`src/rtl/fetch_queue_if.sv`:
```
// Fetch-to-decode bundle interface plus the shared op_pkg widths.
// The master side is fetch/decode (the environment); the slave side is
// the fetch_queue that buffers bundles between them.
`timescale 1ns/1ps

package op_pkg;
  localparam int INSTRUCTION_WIDTH  = 32;
  localparam int SUPER_SCALAR_WIDTH = 4;
endpackage

interface fetch_queue_if #(
  parameter int INSTRUCTION_WIDTH  = op_pkg::INSTRUCTION_WIDTH,
  parameter int SUPER_SCALAR_WIDTH = op_pkg::SUPER_SCALAR_WIDTH,
  parameter int DEPTH              = 4
);
  localparam int CNT_W = $clog2(DEPTH) + 1;

  logic                                                flush_in;
  logic                                                fetch_valid_in;
  logic [SUPER_SCALAR_WIDTH-1:0][INSTRUCTION_WIDTH-1:0] fetched_instrs_in;
  logic [63:0]                                         fetch_pc_in;
  logic                                                decode_ready_out;
  logic                                                decode_ready_in;
  logic [SUPER_SCALAR_WIDTH-1:0][INSTRUCTION_WIDTH-1:0] instrs_out;
  logic [SUPER_SCALAR_WIDTH-1:0][63:0]                 lane_pc_out;
  logic [SUPER_SCALAR_WIDTH-1:0]                       lane_valid_out;
  logic                                                valid_out;
  logic [CNT_W-1:0]                                    count_out;

  // Environment side: fetch pushes bundles, decode pops them.
  modport master (
    output flush_in, fetch_valid_in, fetched_instrs_in, fetch_pc_in, decode_ready_in,
    input  decode_ready_out, instrs_out, lane_pc_out, lane_valid_out, valid_out, count_out
  );

  // Queue side.
  modport slave (
    input  flush_in, fetch_valid_in, fetched_instrs_in, fetch_pc_in, decode_ready_in,
    output decode_ready_out, instrs_out, lane_pc_out, lane_valid_out, valid_out, count_out
  );
endinterface

```
`src/rtl/fetch_queue.sv`:
```
// Decode-side bundle FIFO. Buffers fetch bundles in a circular queue,
// drives backpressure to fetch and presents the head bundle to decode with
// per-lane PCs and NOP-filtered lane valids. A flush empties the queue.
`timescale 1ns/1ps

module fetch_queue #(
  parameter int                           INSTRUCTION_WIDTH  = op_pkg::INSTRUCTION_WIDTH,
  parameter int                           SUPER_SCALAR_WIDTH = op_pkg::SUPER_SCALAR_WIDTH,
  parameter int                           DEPTH              = 4,
  parameter logic [INSTRUCTION_WIDTH-1:0] NOP_ENCODING       = INSTRUCTION_WIDTH'(32'hD503201F)
) (
  input  logic          clk_in,
  input  logic          rst_in,
  fetch_queue_if.slave  bus
);

  localparam int PTR_W = $clog2(DEPTH);
  localparam int CNT_W = PTR_W + 1;

  typedef logic [SUPER_SCALAR_WIDTH-1:0][INSTRUCTION_WIDTH-1:0] bundle_t;

  bundle_t            instr_mem [DEPTH];
  logic [63:0]        pc_mem    [DEPTH];
  logic [PTR_W-1:0]   head;
  logic [PTR_W-1:0]   tail;
  logic [CNT_W-1:0]   count;

  logic               ready;
  logic               not_empty;
  logic               enq;
  logic               deq;

  // Backpressure and handshakes depend only on registered state (and reset),
  // so there is no combinational loop through fetch or decode.
  assign ready     = !rst_in && (count < CNT_W'(DEPTH));
  assign not_empty = (count != '0);
  assign enq       = bus.fetch_valid_in && ready && !bus.flush_in;
  assign deq       = not_empty && bus.decode_ready_in && !bus.flush_in;

  // Pointer and occupancy update; flush wins over enqueue and dequeue.
  // NOTE: sequential state uses non-blocking assignments so every register
  // samples the pre-edge values regardless of statement order.
  always_ff @(posedge clk_in or posedge rst_in) begin
    if (rst_in) begin
      head  <= '0;
      tail  <= '0;
      count <= '0;
    end else if (bus.flush_in) begin
      head  <= '0;
      tail  <= '0;
      count <= '0;
    end else begin
      if (enq) tail <= tail + 1'b1;
      if (deq) head <= head + 1'b1;
      case ({enq, deq})
        2'b10:   count <= count + CNT_W'(1);
        2'b01:   count <= count - CNT_W'(1);
        default: count <= count;
      endcase
    end
  end

  // Bundle storage written at the tail on enqueue.
  // NOTE: the data array is deliberately not reset; validity is tracked by
  // the pointers and count, so stale contents are never observed.
  always_ff @(posedge clk_in) begin
    if (enq) begin
      instr_mem[tail] <= bus.fetched_instrs_in;
      pc_mem[tail]    <= bus.fetch_pc_in;
    end
  end

  assign bus.decode_ready_out = ready;
  assign bus.valid_out        = not_empty;
  assign bus.count_out        = count;
  assign bus.instrs_out       = instr_mem[head];

  // Per-lane PC and valid derived from the head entry.
  // NOTE: every output gets a default before the loop so no latch is inferred.
  always_comb begin
    bus.lane_pc_out    = '0;
    bus.lane_valid_out = '0;
    for (int i = 0; i < SUPER_SCALAR_WIDTH; i++) begin
      bus.lane_pc_out[i]    = pc_mem[head] + 64'(4 * i);
      bus.lane_valid_out[i] = not_empty && (instr_mem[head][i] != NOP_ENCODING);
    end
  end

endmodule

```
`src/flat_wrapper.sv`:
```
// flat-port wrapper written by rule: the top's interface ports become plain ports
module fetch_queue_flat 
#(
  parameter int                           INSTRUCTION_WIDTH  = op_pkg::INSTRUCTION_WIDTH,
  parameter int                           SUPER_SCALAR_WIDTH = op_pkg::SUPER_SCALAR_WIDTH,
  parameter int                           DEPTH              = 4,
  parameter logic [INSTRUCTION_WIDTH-1:0] NOP_ENCODING       = INSTRUCTION_WIDTH'(32'hD503201F)
)
  (clk_in, rst_in, bus_flush_in, bus_fetch_valid_in, bus_fetched_instrs_in, bus_fetch_pc_in, bus_decode_ready_in, bus_decode_ready_out, bus_instrs_out, bus_lane_pc_out, bus_lane_valid_out, bus_valid_out, bus_count_out);
  fetch_queue_if #(.INSTRUCTION_WIDTH(INSTRUCTION_WIDTH), .SUPER_SCALAR_WIDTH(SUPER_SCALAR_WIDTH), .DEPTH(DEPTH)) bus_i ();
  input  logic clk_in;
  input  logic rst_in;
  input wire logic [$bits(bus_i.flush_in)-1:0] bus_flush_in;
  input wire logic [$bits(bus_i.fetch_valid_in)-1:0] bus_fetch_valid_in;
  input wire logic [$bits(bus_i.fetched_instrs_in)-1:0] bus_fetched_instrs_in;
  input wire logic [$bits(bus_i.fetch_pc_in)-1:0] bus_fetch_pc_in;
  input wire logic [$bits(bus_i.decode_ready_in)-1:0] bus_decode_ready_in;
  output wire logic [$bits(bus_i.decode_ready_out)-1:0] bus_decode_ready_out;
  output wire logic [$bits(bus_i.instrs_out)-1:0] bus_instrs_out;
  output wire logic [$bits(bus_i.lane_pc_out)-1:0] bus_lane_pc_out;
  output wire logic [$bits(bus_i.lane_valid_out)-1:0] bus_lane_valid_out;
  output wire logic [$bits(bus_i.valid_out)-1:0] bus_valid_out;
  output wire logic [$bits(bus_i.count_out)-1:0] bus_count_out;
  assign bus_i.flush_in = bus_flush_in;
  assign bus_i.fetch_valid_in = bus_fetch_valid_in;
  assign bus_i.fetched_instrs_in = bus_fetched_instrs_in;
  assign bus_i.fetch_pc_in = bus_fetch_pc_in;
  assign bus_i.decode_ready_in = bus_decode_ready_in;
  assign bus_decode_ready_out = bus_i.decode_ready_out;
  assign bus_instrs_out = bus_i.instrs_out;
  assign bus_lane_pc_out = bus_i.lane_pc_out;
  assign bus_lane_valid_out = bus_i.lane_valid_out;
  assign bus_valid_out = bus_i.valid_out;
  assign bus_count_out = bus_i.count_out;
  fetch_queue #(.INSTRUCTION_WIDTH(INSTRUCTION_WIDTH), .SUPER_SCALAR_WIDTH(SUPER_SCALAR_WIDTH), .DEPTH(DEPTH), .NOP_ENCODING(NOP_ENCODING)) u_core (.clk_in(clk_in), .rst_in(rst_in), .bus(bus_i));
endmodule
```
`config.mk`:
```
export PLATFORM = sky130hd
export DESIGN_NAME = fetch_queue_flat
export DESIGN_NICKNAME = d
export VERILOG_FILES = /design/src/rtl/fetch_queue_if.sv /design/src/rtl/fetch_queue.sv /design/src/flat_wrapper.sv
export SDC_FILE = /design/constraint.sdc
export NUM_CORES = 1
export LEC_CHECK = 0
export BUFFER_PORTS_ARGS = -buffer_cell sky130_fd_sc_hd__buf_2
export CAP_MARGIN = 15
export CORE_UTILIZATION = 40
export CTS_CLUSTER_DIAMETER = 40
export DETAILED_ROUTE_END_ITERATION = 8
export GPL_TIMING_DRIVEN = 0
export SETUP_SLACK_MARGIN = 0.4
export SKIP_CTS_REPAIR_TIMING = 1
export SLEW_MARGIN = 30
export SYNTH_ARGS = -nofsm -noshare
export SYNTH_HDL_FRONTEND = slang
export SYNTH_SLANG_ARGS = --single-unit
```
`constraint.sdc`:
```
create_clock -name clk_in -period 6.8 [get_ports clk_in]
set_input_delay 0 -clock clk_in [delete_from_list [all_inputs] [get_ports clk_in]]
set_output_delay 0 -clock clk_in [all_outputs]
set_load 0.01 [all_outputs]
```
==> out/results.ini, run 1 <==
[run_status]
outcome=complete, but fails checks
violations=DRC

[power_and_ir_drop]
cell_internal_pwr_w=0.01078
seqPwrFrac=0.340
cellLeakagePower_nw=14.91
powerDensity_mw_per_mm2=371.9
swShare=0.3262
irDropWorstVdd_uv=279.3
switchingPower_w=0.005219
pwr-share-comb=0.319
pwr-share-clk=0.341

[routing]
detail-route-antenna-nets=0
drc=212
drt-met1-wl_um=38600
drt_iter0_markers=1317
firstDrtPassIters=9
routed.top_layer=met5
wl_met2_um=53510
wl_um=104200
wl_per_cell_um=27.67
vias=19991
viasPerCell=5.310
dr_wl_met3_um=7987

[floorplan]
ios=590
die-area_mm2=0.08271
die_y_um=287.6
die_w_um=287.6
start_util=0.4044
fp-row-count=104
core_area_mm2=0.08068

[critical_path]
setup.worst_path.end_class=primary output
critPathTopFamily=buffers and inverters
worstPathArrival_ns=5.36
r2r_cells=9
cp.required_ns=6.80
r2r-start=u_core.bus.count_out[1]
worst_path_max_delay_cell=clkbuf_1
ff2ff_setup_slack_ns=3.79
crit_type=reg -> out
cp-start-kind=register
cp_cell_sequence=buf_4 > buf_4 > buf_2 > clkbuf_1 > clkbuf_1 > mux4_2 > nor4_1 > nand3_1 > nor4_1 > nor2_1 > buf_2
crit_fanout=10
worstReg2RegEnd=u_core.bus.count_out[2]
critPathBufInv=6
crit_path_max_incr_delay_ns=0.66

[synthesis]
synthFlopType=edfxtp_1
syn_area_mm2=0.03262
synth_enable_flop_cells=768
ys_types=51
async_flop_share=0.009032
synth_nets=1906
synth-seq-cells=775
syn_inst=1699
yosysWarnings=0
syn_avg_cell_area_um2=19.20
ys_seq_area_frac=0.7123

[clock_tree]
cts.sinks=775
root_buffer=clkbuf_16
cts_tree=done
clkSlewWorstSetupHoldPaths_ns=0.06
cts_max_level=3
clockBufferDepth=3
insertion_delay_ns=0.67
cts_buffers=102

[grt]
antenna_found_initial=16
gr-total-overflow=0
grt_pass1_wl_um=144100
grt_usage=0.2468
grt_max_degree=38
grt_pass1_vias=19839

[layout]
finalCoreUtilization=0.5333
n_fill_cell=6616
fin_nets=2817
finalNonFillerCells=3765
drive_gt1_frac=0.4140
area_growth_pct=31.89

[sta]
fmax_mhz=186.6
finalCriticalPeriod_ns=5.359
clock_skew_ns=0.04352
setup_tns_ns=0
hold_ws_ns=0.07931
relSlewSlack=0.2751
setup_violations=0
rsz0062_at_grt=no
layout_setup_ws_ns=1.441
report.final.slew_viol_count=0
period_share=0.7881
hold_viol_final=0
worst_pin_slew_ns=1.078

[placed_design]
pre_cts_ws_ns=1.788
dpl.cell_count=3367
portBuffers=588
detailed_place_hpwl_um=76560
place_congestion=0.9275

[hold_path]
worstHoldStart=bus_fetched_instrs_in[33]
whs_path_depth=2
worstHoldPathType=in -> reg
hold_end=u_core.instr_mem[0][33]

[job]
drv_cap=0

[synthesized netlist by cell type (all sizes together), types with 2 or more instances]
library cell,n,area share
buf,103,0.023
and2,7,0.0013
nand4,50,0.013
nor4,43,0.014
nand2,85,0.010
xor2,71,0.019
nand4b,9,0.0024
and3,4,0.00077
ha,9,0.0035
inv,16,0.0018
nor2,98,0.011
nor4bb,2,0.00061
clkbuf,4,0.00046
or4bb,3,0.0010
or2,2,0.00046
nor4b,4,0.0011
edfxtp,768,0.71
nor3,38,0.0066
or3,2,0.00038
and4,7,0.0019
xnor2,112,0.030
a21oi,2,0.00042
nand3,48,0.0082
dfrtp,7,0.0054
nand2b,4,0.00077
mux4,192,0.13
[cell families (layout without fill, tap and decap cells)]
group,Yosys count,in the layout,share of synthesized area
compound gates,3,3,0.0005750
xor+xnor,183,183,0.04913
fa+ha+maj,10,10,0.004065
buf+inv,123,1122,0.02558
flops,775,775,0.7123
mux,193,193,0.1329
other cells,0,7,0
simple gates,412,412,0.07552
[worst reg2reg max path, stage by stage, from the launching register on]
cell	delay [ns]
dfrtp_1	0.44
nor3_2	0.63
inv_1	0.20
nand3_1	0.18
nor2_1	0.07
fa_1	0.41
o21ai_0	0.22
xnor2_1	0.14
nor2_1	0.05
dlygate4sd3_1	0.55
[cells in the final DEF, fill, tap and decap left out, types with 5 or more instances in the layout]
cell           count
buf_6              8
nor4_1            24
buf_12             7
xor2_1            71
buf_16            16
ha_1               9
clkinv_2          16
buf_2            616
nand4b_1           9
diode_2            7
nor2_1            97
inv_6             14
dfrtp_1            7
clkbuf_1          17
inv_1             16
bufinv_16         14
nand2_1           84
buf_1              7
buf_4             55
nand4_4            5
clkinvlp_4         8
nor4_4             8
and4_1             7
clkinv_1          12
nor4_2            11
nor3_2             6
nand4_1           37
xnor2_1          112
clkbuf_16        102
clkinv_4           6
nand3_1           44
edfxtp_1         768
mux4_2           192
dlygate4sd3_1    199
nor3_1            31
nand4_2            8
[stage by stage]
stage | area (um2) | total power [W]
after floorplan | 32620 | 0.008426
after global placement | 36890 | 0.01058
after detailed placement | 37470 | 0.01059
after CTS | 41020 | 0.01606
after global routing | 43020 | 0.01657
final | 43030 | 0.01600
[sequential cells by signal (all words and copies together) (netlist names)]
register	count
u_core.tail	2
u_core.instr_mem	512
u_core.pc_mem	256
u_core.bus.count_out	3
u_core.head	2
[how the worst max path moves through the flow]
stage,from,to,slack (ns),cells past startpoint
after floorplan,u_core.bus.count_out[2],u_core.instr_mem[0][0],0.72,4
after global placement,u_core.bus.count_out[2],u_core.instr_mem[3][68],-3.41,4
after detailed placement,u_core.head[1],bus_lane_valid_out[2],1.79,11
after CTS,u_core.head[1],bus_lane_valid_out[2],1.07,11
after global routing,u_core.head[1],bus_lane_valid_out[1],1.02,11
final,u_core.head[1],bus_lane_valid_out[2],1.44,11
[power by group through the flow]
stage / registers [W] / logic [W] / clock network (W)
finish: 0.00544 / 0.00511 / 0.00546
detailed placement: 0.00553 / 0.00505 / 0
global placement: 0.00558 / 0.00500 / 0
CTS: 0.00544 / 0.00507 / 0.00555
global route: 0.00544 / 0.00540 / 0.00573
floorplan: 0.00555 / 0.00288 / 0
[final cells by class]
class                           count  area (um2)  area share
Inverter                           16       60.06    0.001396
Antenna cell                        7       17.52   0.0004071
Buffer                            107       774.5     0.01800
Clock inverter                     77       948.4     0.02204
Tap cell                         1060        1326     0.03082
Clock buffer                      115        2601     0.06045
Sequential cell                   775       23240      0.5400
Timing Repair Buffer              807        5455      0.1268
Multi-Input combinational cell    801        8608      0.2001
[per-layer routing]
layer / up-vias / global-route usage
li1: 8664 / -
met1: 10283 / 0.2853
met2: 842 / 0.4321
met3: 188 / 0.06767
met4: 14 / 0.09920
met5: - / 0
Power figures use the tool's default switching activity.
==> inputs of run 2 (changes only) <==
--- a/config.mk
+++ b/config.mk
@@ -5,6 +5,7 @@
 export SDC_FILE = /design/constraint.sdc
 export NUM_CORES = 1
 export LEC_CHECK = 0
+export ABC_AREA = 1
 export BUFFER_PORTS_ARGS = -buffer_cell sky130_fd_sc_hd__buf_2
 export CAP_MARGIN = 15
 export CORE_UTILIZATION = 40
==> constraint.sdc (replaced) <==
create_clock -name clk_in -period 4.8 [get_ports clk_in]
set_input_delay 0 -clock clk_in [delete_from_list [all_inputs] [get_ports clk_in]]
set_output_delay 0 -clock clk_in [all_outputs]
set_load 0.01 [all_outputs]
==> out/results.ini, run 2 <==
[floorplan]
die-area_mm2=0.08838  ; was 0.08271 mm2
die_y_um=297.3  ; was 287.6 um
ios=590  ; unchanged
fp-row-count=107  ; was 104
core_area_mm2=0.08582  ; was 0.08068 mm2
start_util=0.4064  ; was 0.4044
die_w_um=297.3  ; was 287.6 um

[grt]
grt_max_degree=21  ; was 38
antenna_found_initial=21  ; was 16
gr-total-overflow=0  ; unchanged
grt_pass1_wl_um=186300  ; was 144,100 um
grt_pass1_vias=26287  ; was 19,839
grt_usage=0.2945  ; was 0.2468

[critical_path]
cp_cell_sequence=inv_2 > clkbuf_2 > a21oi_1 > o21ai_0 > nand2_2 > inv_2 > ha_1 > inv_1 > nand2_2 > nand2_1 > inv_1 > nand2_2 > nor2_2 > xor2_1 > buf_2  ; was buf_4 > buf_4 > buf_2 > clkbuf_1 > clkbuf_1 > mux4_2 > nor4_1 > nand3_1 > nor4_1 > nor2_1 > buf_2
worst_path_max_delay_cell=dfrtp_2  ; was clkbuf_1
crit_path_max_incr_delay_ns=0.50  ; was 0.66 ns
cp.required_ns=4.80  ; was 6.80 ns
r2r-start=u_core.bus.count_out[2]  ; was u_core.bus.count_out[1]
crit_type=reg -> out  ; unchanged
worstPathArrival_ns=4.31  ; was 5.36 ns
cp-start-kind=register  ; unchanged
crit_fanout=10  ; unchanged
ff2ff_setup_slack_ns=1.58  ; was 3.79 ns
worstReg2RegEnd=u_core.instr_mem[2][125]  ; was u_core.bus.count_out[2]
setup.worst_path.end_class=primary output  ; unchanged
r2r_cells=8  ; was 9
crit_top_cell=nand2_2

[routing]
firstDrtPassIters=6  ; was 9
wl_um=134000  ; was 104,200 um
vias=28685  ; was 19,991
detail-route-antenna-nets=0  ; unchanged
drc=0  ; was 212
drt_iter0_markers=2398  ; was 1,317
wl_per_cell_um=24.00  ; was 27.67 um
viasPerCell=5.137  ; was 5.310

[clock_tree]
insertion_delay_ns=0.66  ; was 0.67 ns
clkSlewWorstSetupHoldPaths_ns=0.05  ; was 0.06 ns
cts_tree=done  ; unchanged
cts.sinks=775  ; unchanged
clockBufferDepth=3  ; unchanged
root_buffer=clkbuf_16  ; unchanged
cts_buffers=106  ; was 102
cts_max_level=3  ; unchanged

[synthesis]
ys_top_cells_by_count=1,252 x nand2_1, 768 x edfxtp_1, 358 x nand3_1, 269 x nor2_1, 201 x inv_1  ; was 768 x edfxtp_1, 192 x mux4_2, 112 x xnor2_1, 97 x nor2_1, 84 x nand2_1
synth_area_leader_cell=edfxtp_1  ; unchanged
synthFlopType=edfxtp_1  ; unchanged
syn_area_mm2=0.03488  ; was 0.03262 mm2
synth_mux_area_frac=0.0002870  ; was 0.1329
syn_inst=3393  ; was 1,699
ys_seq_area_frac=0.6662  ; was 0.7123
synth-seq-cells=775  ; unchanged
async_flop_share=0.009032  ; unchanged
synthXorXnorAreaFrac=0.02386  ; was 0.04913
yosys.area_share.simple=0.2366  ; was 0.07552
ys_types=33  ; was 51
synth_top_area_share=0.6612  ; was 0.7069
synthAdderAreaFrac=0.003803  ; was 0.004065
syn_avg_cell_area_um2=10.28  ; was 19.20 um2
yosysMostFrequentCell=nand2_1  ; was edfxtp_1
synth_enable_flop_cells=768  ; unchanged
synth_nets=3600  ; was 1,906
synth_top_family_by_area=simple AND/OR/NAND/NOR gates  ; was multiplexers
yosysWarnings=0  ; unchanged
synth_compound_area_frac=0.02716  ; was 0.0005753
synth.area.top_cells=edfxtp_1 66%, nand2_1 13%, nand3_1 5.1%, nor2_1 2.9%, xor2_1 2.4%  ; was edfxtp_1 71%, mux4_2 13%, xnor2_1 3.0%, xor2_1 1.9%, buf_4 1.3%

[hold_path]
hold_end=u_core.instr_mem[0][117]  ; was u_core.instr_mem[0][33]
whs_path_depth=2  ; unchanged
worstHoldStart=bus_fetched_instrs_in[117]  ; was bus_fetched_instrs_in[33]
worstHoldPathType=in -> reg  ; unchanged

[sta]
worst_pin_slew_ns=0.9140  ; was 1.078 ns
clock_skew_ns=0.05737  ; was 0.04352 ns
setup_violations=0  ; unchanged
rsz0062_at_grt=no  ; unchanged
relSlewSlack=0.3907  ; was 0.2751
fmax_mhz=231.8
finalCriticalPeriod_ns=4.314
period_share=0.8987
hold_viol_final=0  ; unchanged
hold_ws_ns=0.07963  ; was 0.07931 ns
report.final.slew_viol_count=0  ; unchanged

[layout]
largest_register=u_core.instr_mem  ; unchanged
finalCoreUtilization=0.5424  ; was 0.5333
fin_area_mm2=0.04655  ; was 0.04303 mm2
fin_nets=4550  ; was 2,817
largest_register_ffs=512  ; unchanged
layout_commonest_cell=nand2_1  ; was edfxtp_1
area_growth_pct=33.45  ; was 31.89%
drive_gt1_frac=0.2343  ; was 0.4140
layout_common_cells=1,247 x nand2_1, 768 x edfxtp_1, 656 x buf_2  ; was 768 x edfxtp_1, 616 x buf_2, 199 x dlygate4sd3_1

[placed_design]
dpl_cell_area_mm2=0.04062  ; was 0.03747 mm2
portBuffers=589  ; was 588
detailed_place_hpwl_um=102500  ; was 76,560 um
place_congestion=0.9898  ; was 0.9275

[job]
drv_cap=0  ; unchanged

[power_and_ir_drop]
seqPwrFrac=0.313  ; was 0.340
pwr-share-comb=0.350  ; was 0.319
cellLeakagePower_nw=19.02  ; was 14.91 nW
switchingPower_w=0.009266  ; was 0.005219 W
cell_internal_pwr_w=0.01532  ; was 0.01078 W
irDropWorstVdd_uv=444.7  ; was 279.3 uV
powerDensity_mw_per_mm2=528.2  ; was 371.9 mW/mm2
swShare=0.3769  ; was 0.3262
pwr-share-clk=0.337  ; was 0.341

[run_status]
outcome=finished clean  ; was complete, but fails checks

==> run 2: cell count changes in the layout (fill, tap and decap cells not counted), sizes merged, moves of 111 or more <==
cell   delta
nor2    +250
nand3   +311
mux4    -192
inv     +190
nand2  +1184
xnor2   -111
==> run 2: kinds of logic after synthesis <==
kind of cell / count (synthesis)
fa+ha+maj: 10
xor+xnor: 95
simple gates: 1992
mux: 1
buf+inv: 347
flops: 775
compound gates: 173
==> run 2: layer usage <==
metal / track usage / vias up / part of all wire
met1: 0.3368 / 13698 / 0.37
met4: 0.1588 / 22 / 0.057
li1: - / 13321 / -
met2: 0.5089 / 1357 / 0.50
met5: 0 / - / 0.00096
met3: 0.06960 / 287 / 0.078
==> run 2: how the worst max path moves through the flow <==
stage | slack (ns) | depth (start not counted) | to | startpoint
2_1_floorplan | -1.65 | 3 | u_core.instr_mem[0][0] | u_core.bus.count_out[2]
3_3_place_gp | -6.16 | 3 | u_core.instr_mem[3][18] | u_core.bus.count_out[2]
3_5_place_dp | 0.08 | 14 | bus_lane_pc_out[97] | u_core.head[1]
4_1_cts | -0.65 | 14 | bus_lane_pc_out[97] | u_core.head[1]
5_1_grt | 0.39 | 15 | bus_lane_pc_out[189] | u_core.head[1]
6_report | 0.49 | 15 | bus_lane_pc_out[215] | u_core.head[1]
==> run 2: power by group through the flow <==
stage / logic [W] / clock network, W / registers, W
floorplan: 0.00417 / 0 / 0.00784
global placement: 0.00827 / 0 / 0.00788
detailed placement: 0.00840 / 0 / 0.00783
CTS: 0.00842 / 0.00836 / 0.00770
global route: 0.00919 / 0.00864 / 0.00771
finish: 0.00862 / 0.00827 / 0.00769
==> run 2: per-stage QoR <==
stage | std cells | TNS [ns] | setup slack (ns) | total power (W)
6_report | 5584 | 0 | 0.4863 | 0.02459
5_1_grt | 5580 | 0 | 0.3866 | 0.02554
4_1_cts | 5372 | -4.860 | -0.6473 | 0.02448
3_5_place_dp | 5177 | 0 | 0.07660 | 0.01623
3_3_place_gp | 5126 | -4652.96 | -6.157 | 0.01615
2_1_floorplan | 3393 | -1265.22 | -1.647 | 0.01201
==> run 2: cell type report <==
| type | count | area [um2] |
|---|---|---|
| clock inverters | 79 | 1109 |
| fillers | 7617 | 39270 |
| diodes | 10 | 25.02 |
| multi-input cells | 2271 | 10290 |
| flip-flops and latches | 775 | 23240 |
| inverters | 211 | 795.8 |
| well taps | 1144 | 1431 |
| repair buffers | 842 | 6274 |
| clock buffers | 116 | 2690 |
| plain buffers | 136 | 689.4 |
==> run 2: worst max-delay path, delay by kind of cell, from the launching register on <==
family / cells / cell delay [ns]
xor+xnor: 1 / 0.32
flops: 1 / 0.50
compound gates: 2 / 0.19
buf+inv: 6 / 1.25
fa+ha+maj: 1 / 0.33
simple gates: 5 / 1.02
